`config.mk`:
```
export PLATFORM = sky130hd
export DESIGN_NAME = comet2_boot_loader_flat
export DESIGN_NICKNAME = d
export VERILOG_FILES = /design/src/rtl/comet2_boot_loader_if.sv /design/src/rtl/comet2_boot_loader.sv /design/src/flat_wrapper.sv
export SDC_FILE = /design/constraint.sdc
export NUM_CORES = 1
export LEC_CHECK = 0
export ABC_AREA = 1
export BUFFER_PORTS_ARGS = -buffer_cell sky130_fd_sc_hd__buf_2
export CAP_MARGIN = 20
export CORE_AREA = 8 8 163 165
export DETAILED_ROUTE_END_ITERATION = 7
export DIE_AREA = 0 0 171 173
export HOLD_SLACK_MARGIN = 0.1
export PLACE_DENSITY = 0.42
export SLEW_MARGIN = 10
export SYNTH_ARGS = -nofsm -noshare
export SYNTH_HDL_FRONTEND = slang
export SYNTH_SLANG_ARGS = --single-unit
```
`constraint.sdc`:
```
create_clock -name mclk -period 2.1 [get_ports mclk]
set_input_delay 0.315 -clock mclk [delete_from_list [all_inputs] [get_ports mclk]]
set_output_delay 0.315 -clock mclk [all_outputs]
set_load 0.1 [all_outputs]
```
`src/rtl/comet2_boot_loader_if.sv`:
```
// Byte-stream handshake into the COMET II boot loader.
// The producer drives valid/data and the loader answers with ready.
interface comet2_boot_loader_if;
    logic       s_valid;
    logic [7:0] s_data;
    logic       s_ready;

    modport master (output s_valid, output s_data, input s_ready);
    modport slave  (input s_valid, input s_data, output s_ready);
endinterface

```
`src/rtl/comet2_boot_loader.sv`:
```
// COMET II program loader: assembles a big-endian byte stream into RAM words while the CPU
// is held in reset, then releases it with an init pulse and passes the CPU RAM port through.
module comet2_boot_loader #(
    parameter bit HOLD_AFTER_RESET = 1'b1
) (
    input  logic        mclk,
    input  logic        rst_n,
    input  logic        load_req,
    comet2_boot_loader_if.slave strm,
    output logic        cpu_hold,
    output logic        cpu_init,
    output logic [15:0] boot_pr,
    output logic        busy,
    output logic [15:0] words_loaded,
    input  logic        cpu_re,
    input  logic [15:0] cpu_raddr,
    input  logic        cpu_we,
    input  logic [15:0] cpu_waddr,
    input  logic [15:0] cpu_wdata,
    output logic [15:0] cpu_rdata,
    output logic        ram_re,
    output logic [15:0] ram_raddr,
    output logic        ram_we,
    output logic [15:0] ram_waddr,
    output logic [15:0] ram_wdata,
    input  logic [15:0] ram_rdata
);

    typedef enum logic [2:0] {
        IDLE  = 3'd0,
        HDR_A = 3'd1,
        HDR_L = 3'd2,
        DATA  = 3'd3,
        BOOT  = 3'd4
    } state_t;

    state_t      state_q, state_d;
    logic        phase_q, phase_d;
    logic [7:0]  hi_q, hi_d;
    logic [15:0] boot_pr_q, boot_pr_d;
    logic [15:0] wp_q, wp_d;
    logic [15:0] cnt_q, cnt_d;
    logic [15:0] words_loaded_q, words_loaded_d;
    logic        cpu_hold_q, cpu_hold_d;
    logic        cpu_init_q, cpu_init_d;
    logic        wr_we_q, wr_we_d;
    logic [15:0] wr_addr_q, wr_addr_d;
    logic [15:0] wr_data_q, wr_data_d;

    logic        ready;
    logic        accept;
    logic [15:0] word;
    logic [15:0] wl_inc;

    assign ready  = (state_q == HDR_A) || (state_q == HDR_L) || (state_q == DATA);
    assign accept = strm.s_valid & ready;
    assign word   = {hi_q, strm.s_data};
    assign wl_inc = words_loaded_q + 16'd1;

    always_comb begin
        state_d        = state_q;
        phase_d        = phase_q;
        hi_d           = hi_q;
        boot_pr_d      = boot_pr_q;
        wp_d           = wp_q;
        cnt_d          = cnt_q;
        words_loaded_d = words_loaded_q;
        cpu_hold_d     = cpu_hold_q;
        cpu_init_d     = 1'b0;
        wr_we_d        = 1'b0;
        wr_addr_d      = wr_addr_q;
        wr_data_d      = wr_data_q;

        case (state_q)
            IDLE: begin
                if (load_req) begin
                    state_d        = HDR_A;
                    cpu_hold_d     = 1'b1;
                    words_loaded_d = 16'd0;
                    phase_d        = 1'b0;
                end
            end
            HDR_A: begin
                if (accept) begin
                    if (!phase_q) begin
                        hi_d    = strm.s_data;
                        phase_d = 1'b1;
                    end else begin
                        boot_pr_d = word;
                        wp_d      = word;
                        phase_d   = 1'b0;
                        state_d   = HDR_L;
                    end
                end
            end
            HDR_L: begin
                if (accept) begin
                    if (!phase_q) begin
                        hi_d    = strm.s_data;
                        phase_d = 1'b1;
                    end else begin
                        cnt_d   = word;
                        phase_d = 1'b0;
                        if (word == 16'd0) begin
                            state_d    = BOOT;
                            cpu_hold_d = 1'b0;
                            cpu_init_d = 1'b1;
                        end else begin
                            state_d = DATA;
                        end
                    end
                end
            end
            DATA: begin
                if (accept) begin
                    if (!phase_q) begin
                        hi_d    = strm.s_data;
                        phase_d = 1'b1;
                    end else begin
                        // The word is written the cycle after its low byte lands.
                        wr_we_d        = 1'b1;
                        wr_addr_d      = wp_q;
                        wr_data_d      = word;
                        wp_d           = wp_q + 16'd1;
                        words_loaded_d = wl_inc;
                        phase_d        = 1'b0;
                        if (wl_inc == cnt_q) begin
                            state_d    = BOOT;
                            cpu_hold_d = 1'b0;
                            cpu_init_d = 1'b1;
                        end
                    end
                end
            end
            BOOT: begin
                state_d = IDLE;
            end
            default: begin
                state_d = IDLE;
            end
        endcase
    end

    always_ff @(posedge mclk or negedge rst_n) begin
        if (!rst_n) begin
            state_q        <= IDLE;
            phase_q        <= 1'b0;
            hi_q           <= 8'h00;
            boot_pr_q      <= 16'h0000;
            wp_q           <= 16'h0000;
            cnt_q          <= 16'h0000;
            words_loaded_q <= 16'h0000;
            cpu_hold_q     <= HOLD_AFTER_RESET;
            cpu_init_q     <= 1'b0;
            wr_we_q        <= 1'b0;
            wr_addr_q      <= 16'h0000;
            wr_data_q      <= 16'h0000;
        end else begin
            state_q        <= state_d;
            phase_q        <= phase_d;
            hi_q           <= hi_d;
            boot_pr_q      <= boot_pr_d;
            wp_q           <= wp_d;
            cnt_q          <= cnt_d;
            words_loaded_q <= words_loaded_d;
            cpu_hold_q     <= cpu_hold_d;
            cpu_init_q     <= cpu_init_d;
            wr_we_q        <= wr_we_d;
            wr_addr_q      <= wr_addr_d;
            wr_data_q      <= wr_data_d;
        end
    end

    // A pending loader write wins even in the BOOT cycle, when the CPU is already released.
    logic loader_sel;
    assign loader_sel = cpu_hold_q | wr_we_q;

    assign ram_we    = loader_sel ? wr_we_q   : cpu_we;
    assign ram_waddr = loader_sel ? wr_addr_q : cpu_waddr;
    assign ram_wdata = loader_sel ? wr_data_q : cpu_wdata;

    assign ram_re    = cpu_re;
    assign ram_raddr = cpu_raddr;
    assign cpu_rdata = ram_rdata;

    assign strm.s_ready = ready;
    assign busy         = ready;
    assign cpu_hold     = cpu_hold_q;
    assign cpu_init     = cpu_init_q;
    assign boot_pr      = boot_pr_q;
    assign words_loaded = words_loaded_q;

endmodule

```
`src/flat_wrapper.sv`:
```
// flat-port wrapper written by rule: the top's interface ports become plain ports
module comet2_boot_loader_flat 
#(
    parameter bit HOLD_AFTER_RESET = 1'b1
)
  (mclk, rst_n, load_req, cpu_hold, cpu_init, boot_pr, busy, words_loaded, cpu_re, cpu_raddr, cpu_we, cpu_waddr, cpu_wdata, cpu_rdata, ram_re, ram_raddr, ram_we, ram_waddr, ram_wdata, ram_rdata, strm_s_valid, strm_s_data, strm_s_ready);
  comet2_boot_loader_if strm_i ();
  input  logic mclk;
  input  logic rst_n;
  input  logic load_req;
  output logic cpu_hold;
  output logic cpu_init;
  output logic [15:0] boot_pr;
  output logic busy;
  output logic [15:0] words_loaded;
  input  logic cpu_re;
  input  logic [15:0] cpu_raddr;
  input  logic cpu_we;
  input  logic [15:0] cpu_waddr;
  input  logic [15:0] cpu_wdata;
  output logic [15:0] cpu_rdata;
  output logic ram_re;
  output logic [15:0] ram_raddr;
  output logic ram_we;
  output logic [15:0] ram_waddr;
  output logic [15:0] ram_wdata;
  input  logic [15:0] ram_rdata;
  input wire logic [$bits(strm_i.s_valid)-1:0] strm_s_valid;
  input wire logic [$bits(strm_i.s_data)-1:0] strm_s_data;
  output wire logic [$bits(strm_i.s_ready)-1:0] strm_s_ready;
  assign strm_i.s_valid = strm_s_valid;
  assign strm_i.s_data = strm_s_data;
  assign strm_s_ready = strm_i.s_ready;
  comet2_boot_loader #(.HOLD_AFTER_RESET(HOLD_AFTER_RESET)) u_core (.mclk(mclk), .rst_n(rst_n), .load_req(load_req), .strm(strm_i), .cpu_hold(cpu_hold), .cpu_init(cpu_init), .boot_pr(boot_pr), .busy(busy), .words_loaded(words_loaded), .cpu_re(cpu_re), .cpu_raddr(cpu_raddr), .cpu_we(cpu_we), .cpu_waddr(cpu_waddr), .cpu_wdata(cpu_wdata), .cpu_rdata(cpu_rdata), .ram_re(ram_re), .ram_raddr(ram_raddr), .ram_we(ram_we), .ram_waddr(ram_waddr), .ram_wdata(ram_wdata), .ram_rdata(ram_rdata));
endmodule
```
==> results.md <==
* Status: finished, final reports clean
* Pin count of the biggest net entering global routing at 44
* Die Area at 0.02958 sq mm
* Fmax at 0.4882 GHz
* WL per Instance at 15.83 microns
* Sequential-to-total area share from yosys stat at 0.4710
* Fin crit share at 0.9754
* Clock root buffer: clkbuf_16
* First-pass GRT wire length at 28640 microns
* Number of antenna violations at the first check in global routing at 1
* Hold/Removal Path Class: in -> reg
* Initial drt markers at 329
* # diodes at 0
* Post-synth EDFFs at 0
* Startpoint types: flip-flop
* TNS Setup at 0 ns
* Final Wtd Congestion at 0.8135
* Commonest non-fill, non-tap cell in the layout: nand2_1
* Leakage at 3.561 nW
* DP Wirelength at 13820 microns
* Mapped Nets at 799
* I/O pins at 180
* Commonest non-fill, non-tap cells in the layout: nand2_1, o21ai_0, dfrtp_1, buf_2, inv_1
* Worst EP arrival at 1.73 ns
* Fin. max-slew vios at 0
* Post-synth cell types at 36
* Critical Path Sink Type: output port
* Total gr overflow at 0
* CP max FO at 18
* Post-DR vias/cell at 4.339
* Overall Global Routing Usage at 0.1227
* Top_reg_cell synth: dfrtp_1
* Nets at 904
* Vias in the first global route at 5014
* Post-DRT Antenna Nets at 0
* Maximum buffer depth of the clock tree at 2
* Tightest Pin Transition at 0.5062 ns
* Cell Area, Synth at 0.005899 sq mm
* Total CTS buffers at 9
* Clock Skew at 0.009987 ns
* Total number of vias at 5003
* Port Buffers at 113
* Chip height at 173 microns
* Count of final setup violators at 0
* Drt drc at 0
* Pwr Total at 0.01316 W
* Fillers at 2614
* Max IR drop VDD at 0.001226 V
* Drt total wl at 18250 microns
* Proportion of layout cells with a drive suffix above 1 at 0.3004
* DRT Pass-1 Iters at 4
* PwrDens at 1736 mW/mm^2
* Max-slew headroom at 0.6649
* Tmin final at 2.048 ns
* Flops & latches, synth at 111
* Initial core utilization at 0.2462
* Clock Pin Slew Worst Setup and Hold Paths at 0.08 ns
* Async SR Flop Fraction at 1.000
* Die width at 171 microns
* Syn Inst Count at 719
* RSZ-0062 raised after global routing: yes
* # clock sinks at 111
* Site row count at 57
* Core region area at 0.02396 sq mm
* Avg Cell Area, Syn at 8.205 sq um
* Synth warn at 0
* Clock H-tree levels at 3
* Final hold violations at 0
* Critical path data required time at 1.78 ns
* # Max-Cap Violations at 0
* TritonCTS clock tree: built
* Clk_lat worst skew at 0.36 ns
* Worst setup path category: reg -> out
* Layout area overhead at 28.50%
-- path summary, 6_finish.rpt --
| path | start | end | slack, ns | depth (start not counted) |
|---|---|---|---|---|
| worst max-delay path | u_core.cpu_hold$_DFFE_PN1P_ | ram_waddr[7] | 0.05 | 4 |
| worst min-delay path | load_req | u_core.cpu_hold$_DFFE_PN1P_ | 0.20 | 3 |
| worst max register to register | u_core.words_loaded[0]$_DFFE_PN0P_ | u_core.state_q[0]$_DFFE_PN0P_ | 0.10 | 14 |
| worst min register to register | u_core.boot_pr[12]$_DFFE_PN0P_ | u_core.boot_pr[12]$_DFFE_PN0P_ | 0.49 | 2 |
| max in group asynchronous | rst_n | u_core.wp_q[3]$_DFFE_PN0P_ | 1.02 | 3 |
| min in group asynchronous | rst_n | u_core.wr_addr_q[5]$_DFFE_PN0P_ | 0.47 | 2 |
-- final cells by class --
type                            count  area [sq um]  share of cell area
Multi-Input combinational cell    477          2648              0.3492
Clock inverter                      6         65.06            0.008582
Inverter                           75         285.3             0.03763
Sequential cell                   111          2805              0.3700
Timing Repair Buffer              150          1144              0.1509
Clock buffer                       10         229.0             0.03020
Tap cell                          324         405.4             0.05347
-- layer usage --
layer  vias to the layer above  GRT usage  routed length [microns]
met2                        96     0.1964                     8616
li1                       2547          -                        -
met3                         4    0.03507                      982
met4                         2    0.01957                       46
met1                      2354     0.1638                     8591
met5                         -          0                       13
-- repair_timing --
| item | 4_1_cts | 5_1_grt |
|---|---|---|
| gates cloned | 0 | 1 |
| buffers inserted | 0 | 3 |
| hold endpoints to repair | 28 | 0 |
| resized for setup | 42 | 49 |
| pin swaps | 0 | 18 |
| setup endpoints to repair | 31 | 31 |
| hold buffers | 1 | 0 |
-- through the flow --
| stage | cell area [sq um] | instances | hold slack (ns) | utilization | setup WS [ns] |
|---|---|---|---|---|---|
| 4_1_cts | 7365 | 1149 | 0.1988 | 0.3073 | 0.0002653 |
| 3_5_place_dp | 6942 | 1132 | 0.3288 | 0.2897 | 0.02969 |
| 5_1_grt | 7581 | 1153 | 0.2053 | 0.3164 | -0.05646 |
| 6_report | 7581 | 1153 | 0.2014 | 0.3164 | 0.05175 |
| 3_3_place_gp | 6942 | 1132 | 0.3332 | 0.2897 | 0.07531 |
| 2_1_floorplan | 5969 | 719 | 0.01941 | - | -0.07873 |
-- synthesized netlist by cell type, types with 2 or more instances --
cell | n | share of area
nor3_1 | 5 | 0.0042
nor2_2 | 2 | 0.0021
ha_1 | 2 | 0.0042
nor2_4 | 4 | 0.0076
buf_4 | 35 | 0.045
nand2_1 | 166 | 0.11
o21ai_1 | 5 | 0.0042
nand4_1 | 18 | 0.019
nand2_2 | 2 | 0.0021
inv_2 | 3 | 0.0019
mux2_2 | 31 | 0.059
nand3b_1 | 4 | 0.0051
xor2_1 | 11 | 0.016
o22ai_1 | 9 | 0.0095
a21oi_1 | 15 | 0.013
clkbuf_1 | 20 | 0.013
nor2_1 | 39 | 0.025
dfrtp_1 | 110 | 0.47
nand3_1 | 42 | 0.036
o21ai_0 | 108 | 0.092
buf_2 | 2 | 0.0017
inv_1 | 72 | 0.046
-- sequential cells by signal (all words and copies together) (netlist names) --
signal / cells
u_core.wr_data_q: 16
u_core.hi_q: 8
u_core.state_q: 3
u_core.boot_pr: 16
u_core.wp_q: 16
u_core.wr_we_q: 1
u_core.cpu_init: 1
u_core.cpu_hold: 1
u_core.phase_q: 1
u_core.wr_addr_q: 16
u_core.words_loaded: 16
u_core.cnt_q: 16
-- where the power goes --
group          switching [W]  internal, W  total, W
clock network       0.000898     0.000845   0.00174
registers           0.000609      0.00294   0.00355
logic                0.00572      0.00215   0.00787
-- cell families (layout without fill, tap and decap cells) --
family | after synthesis | after routing | share of synthesized area
compound gates | 145 | 145 | 0.1287
xor+xnor | 12 | 12 | 0.01782
fa+ha+maj | 2 | 2 | 0.004241
buf+inv | 132 | 241 | 0.1067
flops | 111 | 111 | 0.4711
mux | 31 | 31 | 0.05917
simple gates | 286 | 287 | 0.2123
-- critical path, stage by stage (launching register included) --
cell and delay [ns]:
dfstp_4 0.49, nor2_4 0.14, buf_12 0.18, mux2_2 0.36, buf_6 0.19
No activity file was read; power rests on OpenSTA's default activity.
